**config.mk**
```make
export PLATFORM = sky130hd
export DESIGN_NAME = fb_triple_buffer_arbiter
export DESIGN_NICKNAME = d
export VERILOG_FILES = /design/src/rtl/fb_pkg.sv /design/src/rtl/fb_bank_rotator.sv /design/src/rtl/fb_triple_buffer_arbiter.sv
export SDC_FILE = /design/constraint.sdc
export NUM_CORES = 1
export LEC_CHECK = 0
export ABC_AREA = 1
export BUFFER_PORTS_ARGS = -buffer_cell sky130_fd_sc_hd__buf_2
export CAP_MARGIN = 20
export CORE_UTILIZATION = 57
export CTS_BUF_LIST = sky130_fd_sc_hd__clkbuf_4
export CTS_CLUSTER_DIAMETER = 120
export DETAILED_ROUTE_END_ITERATION = 10
export GPL_ROUTABILITY_DRIVEN = 0
export GPL_TIMING_DRIVEN = 0
export PLACE_DENSITY = 0.88
export SLEW_MARGIN = 20
export SYNTH_ARGS = -nofsm -noshare
export SYNTH_HDL_FRONTEND = slang
export SYNTH_HIERARCHICAL = 1
export SYNTH_SLANG_ARGS = --single-unit
```
**constraint.sdc**
```tcl
create_clock -name p_clock -period 3 [get_ports p_clock]
set_input_delay 0.15 -clock p_clock [delete_from_list [all_inputs] [get_ports p_clock]]
set_output_delay 0.15 -clock p_clock [all_outputs]
set_load 0.005 [all_outputs]
```
**src/rtl/fb_pkg.sv**
```systemverilog
// Shared constants and types for the triple-buffered frame-buffer arbiter.
// Holds the bank geometry, reset bank assignment and the bank-base lookup.
package fb_pkg;

    localparam int ADDR_W      = 17;
    localparam int DATA_W      = 12;
    localparam int FRAME_WORDS = 76800;
    localparam int MEM_ADDR_W  = 18;
    localparam int CNT_W       = 8;

    typedef logic [1:0] bank_t;

    localparam bank_t RST_WR_BANK = 2'd0;
    localparam bank_t RST_RD_BANK = 2'd2;
    localparam bank_t RST_SPARE   = 2'd1;

    localparam logic [MEM_ADDR_W-1:0] BANK_BASE [3] = '{
        MEM_ADDR_W'(0),
        MEM_ADDR_W'(FRAME_WORDS),
        MEM_ADDR_W'(2 * FRAME_WORDS)
    };

    // Bank index 3 never occurs while the bank invariant holds.
    function automatic logic [MEM_ADDR_W-1:0] bank_base(input bank_t bank);
        case (bank)
            2'd0:    return BANK_BASE[0];
            2'd1:    return BANK_BASE[1];
            2'd2:    return BANK_BASE[2];
            default: return '0;
        endcase
    endfunction

    function automatic logic [MEM_ADDR_W-1:0] phys_addr(input bank_t bank,
                                                        input logic [ADDR_W-1:0] addr);
        return bank_base(bank) + MEM_ADDR_W'(addr);
    endfunction

    function automatic logic [CNT_W-1:0] sat_inc(input logic [CNT_W-1:0] cnt);
        return (&cnt) ? cnt : cnt + 1'b1;
    endfunction

endpackage

```
**src/rtl/fb_bank_rotator.sv**
```systemverilog
// Rotates the write, display and spare banks on frame publish / display take events
// and keeps the dropped / repeated frame counters.
module fb_bank_rotator
    import fb_pkg::*;
(
    input  logic             p_clock,
    input  logic             rst_n,
    input  logic             wr_en,
    input  logic             frame_done,
    input  logic             rd_frame_start,
    output bank_t            wr_bank,
    output bank_t            rd_bank,
    output logic             ready_valid,
    output logic             rd_bank_valid,
    output logic [CNT_W-1:0] frames_dropped,
    output logic [CNT_W-1:0] frames_repeated
);

    logic             fd_q, wrote_any;
    bank_t            spare;
    logic             fd_rise, publish, take;

    logic             wrote_any_d, ready_valid_d, rd_bank_valid_d;
    bank_t            wr_bank_d, rd_bank_d, spare_d;
    logic [CNT_W-1:0] dropped_d, repeated_d;

    assign fd_rise = frame_done & ~fd_q;
    // A frame boundary with nothing written since the last one publishes nothing.
    assign publish = fd_rise & wrote_any;
    assign take    = rd_frame_start;

    always_comb begin
        // NOTE: every signal gets a default first so no path leaves one unassigned (no latch).
        wr_bank_d       = wr_bank;
        rd_bank_d       = rd_bank;
        spare_d         = spare;
        ready_valid_d   = ready_valid;
        rd_bank_valid_d = rd_bank_valid;
        dropped_d       = frames_dropped;
        repeated_d      = frames_repeated;
        wrote_any_d     = fd_rise ? 1'b0 : (wrote_any | wr_en);

        case ({publish, take})
            2'b10: begin
                if (ready_valid) dropped_d = sat_inc(frames_dropped);
                wr_bank_d     = spare;
                spare_d       = wr_bank;
                ready_valid_d = 1'b1;
            end
            2'b01: begin
                if (ready_valid) begin
                    rd_bank_d       = spare;
                    spare_d         = rd_bank;
                    ready_valid_d   = 1'b0;
                    rd_bank_valid_d = 1'b1;
                end else begin
                    repeated_d = sat_inc(frames_repeated);
                end
            end
            2'b11: begin
                // The just-finished frame goes straight to display; any waiting spare is lost.
                if (ready_valid) dropped_d = sat_inc(frames_dropped);
                rd_bank_d       = wr_bank;
                wr_bank_d       = spare;
                spare_d         = rd_bank;
                ready_valid_d   = 1'b0;
                rd_bank_valid_d = 1'b1;
            end
            default: ;
        endcase
    end

    // NOTE: sequential state uses non-blocking assignments so all registers update together.
    always_ff @(posedge p_clock or negedge rst_n) begin
        if (!rst_n) begin
            fd_q            <= 1'b0;
            wrote_any       <= 1'b0;
            wr_bank         <= RST_WR_BANK;
            rd_bank         <= RST_RD_BANK;
            spare           <= RST_SPARE;
            ready_valid     <= 1'b0;
            rd_bank_valid   <= 1'b0;
            frames_dropped  <= '0;
            frames_repeated <= '0;
        end else begin
            fd_q            <= frame_done;
            wrote_any       <= wrote_any_d;
            wr_bank         <= wr_bank_d;
            rd_bank         <= rd_bank_d;
            spare           <= spare_d;
            ready_valid     <= ready_valid_d;
            rd_bank_valid   <= rd_bank_valid_d;
            frames_dropped  <= dropped_d;
            frames_repeated <= repeated_d;
        end
    end

endmodule

```
**src/rtl/fb_triple_buffer_arbiter.sv**
```systemverilog
// Single-port frame-buffer BRAM owner: capture writes always win, display reads are acked
// when the port is free, and three banks rotate so display and capture never collide.
module fb_triple_buffer_arbiter
    import fb_pkg::*;
(
    input  logic                  p_clock,
    input  logic                  rst_n,
    input  logic                  wr_en,
    input  logic [ADDR_W-1:0]     wr_addr,
    input  logic [DATA_W-1:0]     wr_data,
    input  logic                  frame_done,
    input  logic                  rd_frame_start,
    input  logic                  rd_req,
    input  logic [ADDR_W-1:0]     rd_addr,
    output logic                  rd_ack,
    output logic [DATA_W-1:0]     rd_data,
    output logic                  rd_data_valid,
    output logic                  mem_en,
    output logic                  mem_we,
    output logic [MEM_ADDR_W-1:0] mem_addr,
    output logic [DATA_W-1:0]     mem_din,
    input  logic [DATA_W-1:0]     mem_dout,
    output logic [1:0]            wr_bank,
    output logic [1:0]            rd_bank,
    output logic                  ready_valid,
    output logic                  rd_bank_valid,
    output logic [CNT_W-1:0]      frames_dropped,
    output logic [CNT_W-1:0]      frames_repeated
);

    logic [1:0] ack_q;

    fb_bank_rotator u_rotator (
        .p_clock         (p_clock),
        .rst_n           (rst_n),
        .wr_en           (wr_en),
        .frame_done      (frame_done),
        .rd_frame_start  (rd_frame_start),
        .wr_bank         (wr_bank),
        .rd_bank         (rd_bank),
        .ready_valid     (ready_valid),
        .rd_bank_valid   (rd_bank_valid),
        .frames_dropped  (frames_dropped),
        .frames_repeated (frames_repeated)
    );

    assign rd_ack = rd_req & ~wr_en;

    // Bank registers are sampled before this edge's rotation, so a same-cycle access hits the old bank.
    always_ff @(posedge p_clock or negedge rst_n) begin
        if (!rst_n) begin
            mem_en        <= 1'b0;
            mem_we        <= 1'b0;
            mem_addr      <= '0;
            mem_din       <= '0;
            ack_q         <= '0;
            rd_data       <= '0;
            rd_data_valid <= 1'b0;
        end else begin
            if (wr_en) begin
                mem_en   <= 1'b1;
                mem_we   <= 1'b1;
                mem_addr <= phys_addr(wr_bank, wr_addr);
                mem_din  <= wr_data;
            end else if (rd_ack) begin
                mem_en   <= 1'b1;
                mem_we   <= 1'b0;
                mem_addr <= phys_addr(rd_bank, rd_addr);
            end else begin
                mem_en <= 1'b0;
                mem_we <= 1'b0;
            end

            // Stage 0 drives the BRAM, stage 1 sees mem_dout, then the result is captured.
            ack_q         <= {ack_q[0], rd_ack};
            rd_data_valid <= ack_q[1];
            if (ack_q[1]) rd_data <= mem_dout;
        end
    end

endmodule

```
Word-level counts from Yosys, hierarchy flattened
Index checks and enable logic that the tools add are counted.
{"block": "word_totals", "ff_bits": 73, "latch_bits": 0, "ramBits": 0, "rom_bits": 0, "in_bits": 64, "out_inout_bits": 68, "elab_cells": 67, "memories": 0}
{"block": "classes", "addsub": 4, "multipliers": 0, "div_mod_pow": 0, "magnitude_cmp": 0, "n_eq_ne": 8, "shift": 0, "n_mux": 18, "bitwise_logic": 9, "reduce_logical": 12}
{"operator": "$mux 18", "n": 5}
{"operator": "$pmux 18 s2", "n": 2}
{"operator": "$add 18x17->18", "n": 2}
{"operator": "$add 8x1->8 const B", "n": 2}
{"operator": "$reduce_and 8->1", "n": 2}
{"operator": "$eq 2x2->1 const B", "n": 4}
{"operator": "$eq 2x1->1 const B", "n": 3}
{"operator": "$pmux 2 s3", "n": 1}
{"operator": "$reduce_and 3->1", "n": 2}
{"operator": "$reduce_bool 2->1", "n": 3}
{"operator": "$mux 1", "n": 5}
{"operator": "$not 1->1", "n": 5}
{"operator": "$mux 2", "n": 2}
{"operator": "$pmux 1 s2", "n": 2}
{"operator": "$pmux 2 s2", "n": 1}
{"operator": "$reduce_and 2->1", "n": 2}
{"operator": "$reduce_or 2->1", "n": 2}
{"operator": "$and 1x1->1", "n": 3}
{"operator": "$reduce_bool 3->1", "n": 1}
{"operator": "$ne 2x1->1 const B", "n": 1}
{"operator": "$or 1x1->1", "n": 1}

Depth between registers and ports, before layout
{"block": "depth", "word_depth": 7, "ltp_mapped": 15, "ltp_nobuf": 15}

By module
Netlist, hierarchy kept.
{"mod": "fb_triple_buffer_arbiter", "n_inst": 1, "cells_each": 339, "area_each_um2": 2607.5, "seq_area_each_um2": 1176.1}
{"mod": "fb_bank_rotator", "n_inst": 1, "cells_each": 181, "area_each_um2": 1460.2, "seq_area_each_um2": 653.1}

Worst setup path before layout
No wires, ideal clock.
{"block": "synth_timing", "kind": "register to register", "from": "register u_rotator.rd_bank[1]", "to": "register mem_addr[16]", "setup_ns": 0.120, "arrival_ns": 1.761, "t_required_ns": 2.880, "path_slack_ns": 1.118, "path_stages_with_launch": 14, "n_path_buf": 0, "synth_period_minus_slack_ns": 1.882, "cell_sequence": "dfstp_2 inv_1 ha_1 nand2_1 inv_1 fa_1 nand2_1 nand2_1 nand3_1 nand2_1 nand2_1 nand3_1 nand2_1 a21oi_1"}
{"block": "synth_via", "elab_chain_len": 7, "word_cells_on_any_way": 8, "cone_classes": "add/sub: 1; eq/ne: 2; mux: 5"}
{"element": "start: declaration", "line": "fb_bank_rotator.sv:12", "rtl": "output bank_t rd_bank,"}
{"element": "start signal: assignment", "line": "fb_bank_rotator.sv:89", "rtl": "rd_bank <= rd_bank_d;"}
{"element": "$eq 2x2->1 / $eq 2x1->1 (equally long branches)", "line": "fb_pkg.sv:25", "rtl": "case (bank)"}
{"element": "$pmux 18 s2 *", "line": "fb_pkg.sv:25"}
{"element": "$mux 18 *", "line": "fb_triple_buffer_arbiter.sv:65", "rtl": "end else if (rd_ack) begin"}
{"element": "$mux 18 *", "line": "fb_triple_buffer_arbiter.sv:60", "rtl": "if (wr_en) begin"}
{"element": "$add 18x17->18 *", "line": "fb_pkg.sv:35", "rtl": "return bank_base(bank) + MEM_ADDR_W'(addr);"}
{"element": "$mux 18 *", "line": "fb_triple_buffer_arbiter.sv:65"}
{"element": "$mux 18 *", "line": "fb_triple_buffer_arbiter.sv:60"}
{"element": "end signal: assignment", "line": "fb_triple_buffer_arbiter.sv:63", "rtl": "mem_addr <= phys_addr(wr_bank, wr_addr);"}
{"element": "end signal: assignment", "line": "fb_triple_buffer_arbiter.sv:68", "rtl": "mem_addr <= phys_addr(rd_bank, rd_addr);"}
{"element": "end: declaration", "line": "fb_triple_buffer_arbiter.sv:20", "rtl": "output logic [MEM_ADDR_W-1:0] mem_addr,"}
Mark *: on every way between the ends. The rest lies on a longest branch, timed or not. The select of a mux whose other input is x is not followed.
A chain may end at the register's enable or synchronous reset.

Worst setup path after layout
{"block": "layout_timing", "from": "input wr_en", "to": "register mem_addr[3]"}
{"block": "layout_via", "elab_chain_len": 3, "word_cells_on_any_way": 4, "cone_classes": "mux: 1; bitwise: 2; reduce/logical: 1"}
{"element": "start: declaration", "line": "fb_triple_buffer_arbiter.sv:8", "rtl": "input logic wr_en,"}
{"element": "$not 1->1", "line": "fb_triple_buffer_arbiter.sv:47", "rtl": "assign rd_ack = rd_req & ~wr_en;"}
{"element": "$and 1x1->1", "line": "fb_triple_buffer_arbiter.sv:47"}
{"element": "$reduce_bool 2->1 (no source line)"}
Parallel ways exist; a longest one is shown, timed or not.

==> impl_results.md <==
- Outcome: completed
- Cts hold-fix bufs: 48
- Slew of the pin with the lowest slew margin: ~0.47 ns
- Area Growth Syn to Fin: 35.04%
- Yosys reg bits: 73
- CP Capture Point: mem_addr[3]
- Die height: slightly below 90 µm
- Number of global-route vias before repair: 3894
- Die ar.: 7478 µm²
- Peak supply drop: approximately 0.40 mV
- N_diodes: 0
- Cell repeated most along the worst path: buf_2
- Combinational power share: around 36%
- Reg power frac: roughly 43%
- Post-Syn Instances: 520
- Synth Warn #: 6
- Place WS: 0.9200 ns
- Setup slack, reg-to-reg: 0.90 ns
- Cell accounting for the most synthesized area: dfrtp_1
- FILL cells: roughly 480
- Commonest cells post-synth: nand2_1, dfrtp_1, inv_1, nand3_1, nor2_1
- Layout Nets: 788
- First-pass GRT wire length: 17170 µm
- DP HPWL: a little over 7000 µm
- CTS Buffer Depth: 2
- Worst-case reg-to-reg path depth: 12
- Max-Cap Viols: 0
- Sw frac: between 30% and 40%
- Crit path launch: wr_en
- Synth async-reset ratio: 100.0%
- Synth Net Count: 598
- WP data required: roughly 3.4 ns
- DR DRC count: 0
- CP Class: input pin to register
- Iter 0 DRT Violations: between 200 and 250
- Int Pwr: about 0.0019 W
- NetSw: 0.001117 W
- Synth top area share: a little over two fifths
- Global-route total usage across every layer: 29.68%
- Logic depth of the worst setup path including buffers: 8
- Pin count of the biggest net entering global routing: 61
- Final WS setup: 0.8466 ns
- Core Box Area: around 6800 µm²
- Buf/Inv on CP: 5
- Startpoint types: input pin
- Crit Path Max Fanout: 11
- Fmax: 0.4644 GHz
- Worst EP arrival: approximately 2.5 ns
- Fin. Hold Viols: 0
- RSZ-0062 raised after global routing: false
- Post-cts sizing count: 0
- Wire length per cell: approximately 13 µm
- Io pins: about 130
- Avg Cell Area, Syn: between 7 and 8 µm²
- Reg-to-reg endpoint: mem_addr[14]
- Starting Density: 59.54%
- Vias per inst: 5.041
- Setup Fix Bufs, Post-CTS: 0
- DR vias: 4088
- Cell row count: 30
- Crit path largest cell delay: approximately 0.55 ns
- Design Power: about 0.003 W
- Worst hold path type: input pin to register
- Most common cell in the netlist: nand2_1
- Clk_skew: around 0.019 ns
- Rel. slew slack: 68.50%
- Ratio of final minimum period to clock period: 71.78%
- Layout Cell Area excl Fill: 5493 µm²
- CTS sink cnt: 73
- H-tree Lvls: 3
- Final setup violation count: 0
- Sequential cell area fraction in the yosys report: between 40 and 50%
- TritonCTS clock tree: built
- Crit-path slowest cell: dlygate4sd3_1
- CTS root buffer: clkbuf_4
- Routed Wire Length: ~11000 µm
- Library cells used by synthesis: 38
- Layout cell share with drive strength beyond 1: between 20% and 30%
- Port buffer count: 130
- PD cells: 547.9 nW/µm²
- Leak pwr: 3.038 nW
- Die width: about 86 µm
- Post-synth EDFFs: 0
- Clock transition at path regs: about 0.12 ns
- RR Startpoint: u_rotator/rd_bank[1]
- Clock Latency Late Sink: between 0.4 and 0.5 ns
- Synth top area cells: dfrtp_1, nand2_1, nand3_1
- Routed Antenna Nets: 0
- Gr ovfl total: 0
- Critical path capture point type: register
- Total CTS buffers: 9
- Final Core Density: 80.40%
- Synth Cell Area: between 4000 and 5000 µm²
- Setup tns final: 0 ns
- Top FF cell, synth: dfrtp_1
- DRT Pass-1 Iters: 5
- Placed Area: roughly 4900 µm²
- Delay-heaviest family, CP: buffers and inverters
- Slew Viols, Final: 0
- Crit path cell chain: dlygate4sd3_1, buf_2, buf_2, nor2_1, buf_2, nand2_1, nand3_1, dlygate4sd3_1
- Clock power share: 20.9%
- Initial antenna violation count: 0
- Final Critical Period: around 2.2 ns
final cells by class:
| cell class | instances | area, µm² | area share, % |
|---|---|---|---|
| buffer | 10 | 57.56 | 1.048 |
| tap | 96 | 120.1 | 2.187 |
| timing repair buffer | 179 | 1161 | 21.14 |
| inverter | 60 | 225.2 | 4.100 |
| clock buffer | 9 | 67.56 | 1.230 |
| multi-input combinational | 377 | 1956 | 35.60 |
| sequential | 73 | 1829 | 33.30 |
| clock inverter | 7 | 76.32 | 1.390 |
worst reg2reg max path: stages, from the launching register on:
cell,delay [ns]
dfstp_2,0.61
inv_1,0.07
ha_1,0.22
nand2_1,0.08
inv_1,0.04
fa_1,0.38
nand2_1,0.10
nand2_1,0.07
nand2_1,0.08
a21oi_1,0.07
o21ai_0,0.08
nand2_1,0.08
a21oi_1,0.14
layout by cell type, fill, tap and decap left out, types with 2 or more instances in the layout:
master and count:
nor2_2 2, nand3_4 3, inv_2 9, inv_6 2, mux2_2 12, dlygate4sd3_1 48
clkbuf_1 2, a21oi_1 5, o21ai_0 11, buf_1 2, buf_4 2, xor2_1 5
fa_1 2, nor2_1 21, nand2_2 11, nand3b_1 3, buf_2 133, ha_1 12
dfrtp_1 71, nand3_1 39, or2_2 2, clkinvlp_4 2, inv_1 51, clkbuf_4 9
nor2_4 2, xnor2_1 5, nand2_1 223, nand4_1 7, dfstp_2 2
kinds of logic after synthesis:
group	share of synthesized area, %
XOR/XNOR	2.153
AND/OR/NAND/NOR	34.11
adder cells (fa/ha/maj)	4.675
flip-flops	44.97
buffers and inverters	6.952
AO/OA/AOI/OAI	3.814
multiplexers	3.322
metrics by stage:
step / cells / hold WS (ns)
6_report: 811 / 0.05728
5_1_grt: 811 / 0.08251
4_1_cts: 811 / 0.05180
3_5_place_dp: 747 / 0.02301
3_3_place_gp: 746 / 0.3167
2_1_floorplan: 520 / -0.1456
how the worst min path moves through the flow:
stage	start	endpoint	slack (ns)	cells after the start
after global routing	rd_req	mem_addr[16]	0.08	4
after detailed placement	rst_n	rd_data[7]	0.02	1
final	rd_req	mem_addr[16]	0.06	4
after floorplan	rst_n	ack_q[0]	-0.15	0
after CTS	rd_req	mem_addr[16]	0.05	4
after global placement	frame_done	u_rotator/fd_q	0.32	1
power groups by stage:
stage / clock, W / combinational [W] / sequential (W)
after detailed placement: 0 / 0.00101 / 0.00131
after global placement: 0 / 0.000967 / 0.00130
final: 0.000629 / 0.00108 / 0.00130
after CTS: 0.000650 / 0.00107 / 0.00129
after floorplan: 0 / 0.000628 / 0.00131
after global routing: 0.000694 / 0.00122 / 0.00132
metal layers:
layer / vias to the layer above / track usage, % / part of all wire [%]
met5: - / 0 / 0
met4: 0 / 15.76 / 3.6
met3: 39 / 6.000 / 6.3
met2: 152 / 52.31 / 50
met1: 1895 / 34.02 / 40
li1: 2002 / - / -
state kept, by name, summed over array words and instances, names as in the netlist, 2 cells and up:
name and cells:
u_rotator/wr_bank 2, ack_q 2, u_rotator/frames_dropped 8, rd_data 12, u_rotator/spare 2, mem_addr 18, mem_din 12, u_rotator/frames_repeated 8
u_rotator/rd_bank 2
Power figures use the tool's default switching activity.
